$ cat config.mk
export PLATFORM = sky130hd
export DESIGN_NAME = alu_command_issuer
export DESIGN_NICKNAME = d
export VERILOG_FILES = /design/src/rtl/alu_command_issuer.sv
export SDC_FILE = /design/constraint.sdc
export NUM_CORES = 1
export LEC_CHECK = 0
export CAP_MARGIN = 20
export CORE_MARGIN = 2
export CORE_UTILIZATION = 42
export DETAILED_ROUTE_END_ITERATION = 8
export HOLD_SLACK_MARGIN = 0.1
export PLACE_DENSITY = 0.86
export SETUP_SLACK_MARGIN = 0.02
export SYNTH_ARGS = -nofsm -noshare
export SYNTH_HDL_FRONTEND = slang
export SYNTH_SLANG_ARGS = --single-unit
$ cat constraint.sdc
create_clock -name Clock -period 2.3 [get_ports Clock]
set_input_delay 0.46 -clock Clock [delete_from_list [all_inputs] [get_ports Clock]]
set_output_delay 0.46 -clock Clock [all_outputs]
set_load 0.01 [all_outputs]
$ cat src/rtl/alu_command_issuer.sv
// Command issuer that drives operands onto an external ALU, pulses its flag write-enable for one
// cycle and captures the result/flags for a ready/valid response. Optional macro:
// ALU_ISSUER_BYPASS_EN lets a new command be accepted on the same edge as the response handshake.
module alu_command_issuer #(
  parameter int unsigned DATA_W   = 16,
  parameter int unsigned FUNSEL_W = 5
) (
  input  logic                Clock,
  input  logic                Reset,
  input  logic                ReqValid,
  output logic                ReqReady,
  input  logic [FUNSEL_W-1:0] ReqFunSel,
  input  logic [DATA_W-1:0]   ReqA,
  input  logic [DATA_W-1:0]   ReqB,
  input  logic                ReqWF,
  output logic [DATA_W-1:0]   AluA,
  output logic [DATA_W-1:0]   AluB,
  output logic [FUNSEL_W-1:0] AluFunSel,
  output logic                AluWF,
  input  logic [DATA_W-1:0]   AluOut,
  input  logic [3:0]          AluFlags,
  output logic                RspValid,
  input  logic                RspReady,
  output logic [DATA_W-1:0]   RspData,
  output logic [3:0]          RspFlags
);

  typedef enum logic [1:0] {StIdle, StDrive, StCapture, StResp} state_e;

  state_e              state_q, state_d;
  logic [DATA_W-1:0]   alu_a_q, alu_a_d;
  logic [DATA_W-1:0]   alu_b_q, alu_b_d;
  logic [FUNSEL_W-1:0] alu_fun_sel_q, alu_fun_sel_d;
  logic                alu_wf_q, alu_wf_d;
  logic [DATA_W-1:0]   rsp_data_q, rsp_data_d;
  logic [3:0]          rsp_flags_q, rsp_flags_d;
  logic                req_accept;
  logic                rsp_accept;

  always_comb begin
    rsp_accept = (state_q == StResp) && RspReady;
`ifdef ALU_ISSUER_BYPASS_EN
    ReqReady   = !Reset && ((state_q == StIdle) || rsp_accept);
`else
    ReqReady   = !Reset && (state_q == StIdle);
`endif
    req_accept = ReqValid && ReqReady;

    state_d       = state_q;
    alu_a_d       = alu_a_q;
    alu_b_d       = alu_b_q;
    alu_fun_sel_d = alu_fun_sel_q;
    alu_wf_d      = 1'b0;
    rsp_data_d    = rsp_data_q;
    rsp_flags_d   = rsp_flags_q;

    case (state_q)
      StIdle:    state_d = StIdle;
      StDrive:   state_d = StCapture;
      StCapture: begin
        // Flags were written by the ALU on the previous edge, so they are current here.
        rsp_data_d  = AluOut;
        rsp_flags_d = AluFlags;
        state_d     = StResp;
      end
      StResp:    if (rsp_accept) state_d = StIdle;
      default:   state_d = StIdle;
    endcase

    // Accept is only possible in IDLE, or in RESP alongside the handshake when bypass is built in.
    if (req_accept) begin
      alu_a_d       = ReqA;
      alu_b_d       = ReqB;
      alu_fun_sel_d = ReqFunSel;
      alu_wf_d      = ReqWF;
      state_d       = StDrive;
    end
  end

  always_ff @(posedge Clock) begin
    if (Reset) begin
      state_q       <= StIdle;
      alu_a_q       <= '0;
      alu_b_q       <= '0;
      alu_fun_sel_q <= '0;
      alu_wf_q      <= 1'b0;
      rsp_data_q    <= '0;
      rsp_flags_q   <= '0;
    end else begin
      state_q       <= state_d;
      alu_a_q       <= alu_a_d;
      alu_b_q       <= alu_b_d;
      alu_fun_sel_q <= alu_fun_sel_d;
      alu_wf_q      <= alu_wf_d;
      rsp_data_q    <= rsp_data_d;
      rsp_flags_q   <= rsp_flags_d;
    end
  end

  assign AluA      = alu_a_q;
  assign AluB      = alu_b_q;
  assign AluFunSel = alu_fun_sel_q;
  assign AluWF     = alu_wf_q;
  assign RspValid  = (state_q == StResp);
  assign RspData   = rsp_data_q;
  assign RspFlags  = rsp_flags_q;

endmodule

==> flow_summary.ini <==
[place]
placed_cell_area_um2 = 3490
place_hpwl_um = 3980
place_congestion = 0.782
io_buffer_count = 121

[worst_hold_path]
hold_depth = 2
min_from = AluA[9]
min_to = AluA[9]
hold_path_class = reg -> reg

[setup_path]
crit_chain = inv_1, ha_1, nor2b_1, clkdlybuf4s50_1
required_ps = 1840
crit_family = buffers and inverters
critical_path_class = reg -> out
cp_slowest_cell = clkdlybuf4s50_1
arrival_ps = 1610
crit_path_max_incr_delay_ps = 560
cp_max_fo = 3
end_kind = primary output
ff2ff_path_depth = 6
rrSetupSlack_ps = 860
rr_startpoint = state_q[0]
r2r_end = AluB[6]
critPathBufInv = 2
cp-start-kind = register

[die]
coreArea_um2 = 5140
row_count = 26
die_height_um = 77.3
die_w_um = 77.3
design.die.area_um2 = 5970
initial_core_util_pct = 43.9
pin_count = 122

[run_status]
outcome = finished clean

[final_layout]
fin_nets = 428
syn_to_final_growth_pct = 64.4
finalInstanceArea_um2 = 3710
fillers = 417
layout-drive-gt1-share_pct = 5.99
n_antenna_cell = 0

[clocking]
post_cts_resize_count = 0
ctsHoldBuffers = 0
htree_levels = 3
cts.sinks = 60
cts_buffers = 9
clkSlewWorstSetupHoldPaths_ps = 60
clockRootBuffer = clkbuf_8
clkLatencyLatePin_ps = 330
cts_tree = done
postCtsSetupBuffers = 0
clockBufferDepth = 2

[global_routing]
grt_max_degree = 60
grtUsageTotal_pct = 19.4
grt_pass1_vias = 1961
overflow = 0
grt_first_pass_wirelength_um = 9200
antenna_found_initial = 0

[yosys]
synth_edf_count = 0
yosysSeqAreaShare_pct = 53.3
yosysMostFrequentCell = dfxtp_1
syn_area_per_cell_um2 = 9.28
synth_cells = 243
synth_fp_nets = 309
syn-cell-area_um2 = 2250
ys.flop_type = dfxtp_1
async_reset_ff_share_pct = 0
synth_area_leaders = dfxtp_1, nand2b_1, mux2i_1
synth_top_cells_by_count = dfxtp_1, nand2b_1, nand2_1, nor2_1, mux2i_1
synth_cell_types = 18
ys_warn_count = 0
synth.top_cell.area_share_pct = 53.3
synth-seq-cells = 60
yosys.area.top_type = dfxtp_1

[timing]
clock_skew_ps = 5.86
fin_tns_setup_ps = 0
finalHoldViolCount = 0
period_minus_slack_ps = 2070
setup_viol = 0
period_share_pct = 89.8
rsz0062_at_grt = false
timing.slew.headroom_pct = 65.2
tightest_slew_ps = 521
slew_violations = 0
max_freq_ghz = 0.484

[drt]
dr.pass1.iters = 4
drc = 0
vias_per_cell = 4.63
via_count = 2022
wl_per_cell_um = 12.8
drtIter0Drc = 93
drtAntennaViolNets = 0
routed_wl_um = 5580

[flow_run]
maxCapViolCount = 0

[power_and_ir_drop]
powerDensity_nw_per_um2 = 716
vdd_drop_max_v = 0.000395
p_leak_uw = 0.00137
[logic make-up (layout without fill, tap and decap cells)]
logic type,after synthesis,in the layout,share of synthesized area (%)
simple gates,101,101,21.8
compound gates,38,38,8.55
flops,60,60,53.3
mux,21,21,9.32
buf+inv,19,143,4.88
fa+ha+maj,4,4,2.22
[report_power, final]
group	leakage [uW]	switching (uW)	internal, uW
sequential	0.000492	42.0	1120
clock	0.000113	391	634
combinational	0.000765	180	287
total	0.00137	613	2040
[sequential cells by signal (all words and copies together) (netlist names)]
| name | count |
|---|---|
| AluA | 16 |
| state_q | 2 |
| RspFlags | 4 |
| RspData | 16 |
| AluWF | 1 |
| AluB | 16 |
| AluFunSel | 5 |
[routing by layer]
metal	global-route usage [%]	vias to the layer above	wire [um]
met5	0	-	0
met4	9.11	0	82
met3	6.00	9	466
met2	29.8	86	2430
met1	24.7	907	2600
li1	-	1020	-
[layout by cell type (no fill, tap or decap)]
master	Yosys	routed
clkbuf_1	6	1
clkinv_2	0	3
o21ai_1	18	18
and2_1	1	1
dfxtp_1	60	60
buf_2	6	1
nand2b_1	38	38
mux2i_1	21	21
inv_1	2	2
clkdlybuf4s50_1	0	120
and3b_2	0	1
nand2_1	37	37
bufinv_16	0	2
clkbuf_8	0	10
nor2b_1	1	1
a211oi_1	1	1
ha_1	4	4
buf_12	0	1
o21ai_0	19	19
buf_4	0	3
nor3_2	1	1
nor2_1	22	22
[stage by stage]
stage          setup WS, ps  power (uW)  util, %  hold WS [ps]  std cells
2_1_floorplan           944        1370        -           486        243
3_3_place_gp            542        1640     67.9           450        421
3_5_place_dp            504        1650     67.9           455        421
4_1_cts                 212        2680     72.1           466        437
5_1_grt                 135        2770     72.1           488        437
6_report                235        2650     72.1           465        437
[area by class of cell]
cell class	count	area [um^2]	share of cell area, %
well taps	70	87.6	2.36
inverters	2	7.51	0.203
flip-flops and latches	60	1200	32.4
repair buffers	125	1250	33.7
clock inverters	5	75.1	2.03
clock buffers	11	141	3.82
multi-input cells	164	945	25.5
[how the worst max path moves through the flow]
stage	startpoint	endpoint	slack (ps)	cells after the start
after floorplan	state_q[0]	AluB[10]	940	8
after CTS	state_q[0]	ReqReady	210	4
after detailed placement	ReqValid	AluB[6]	500	4
after global placement	ReqValid	AluB[8]	540	4
after global routing	state_q[0]	ReqReady	130	4
final	state_q[0]	ReqReady	230	4
[worst register-to-register path, cell delays in order, from the launching register on]
cell and delay, ps:
dfxtp_1 360, inv_1 90, ha_1 210, and3b_2 280
buf_4 220, nand2_1 80, o21ai_0 80
(Power assumes the default switching activity.)
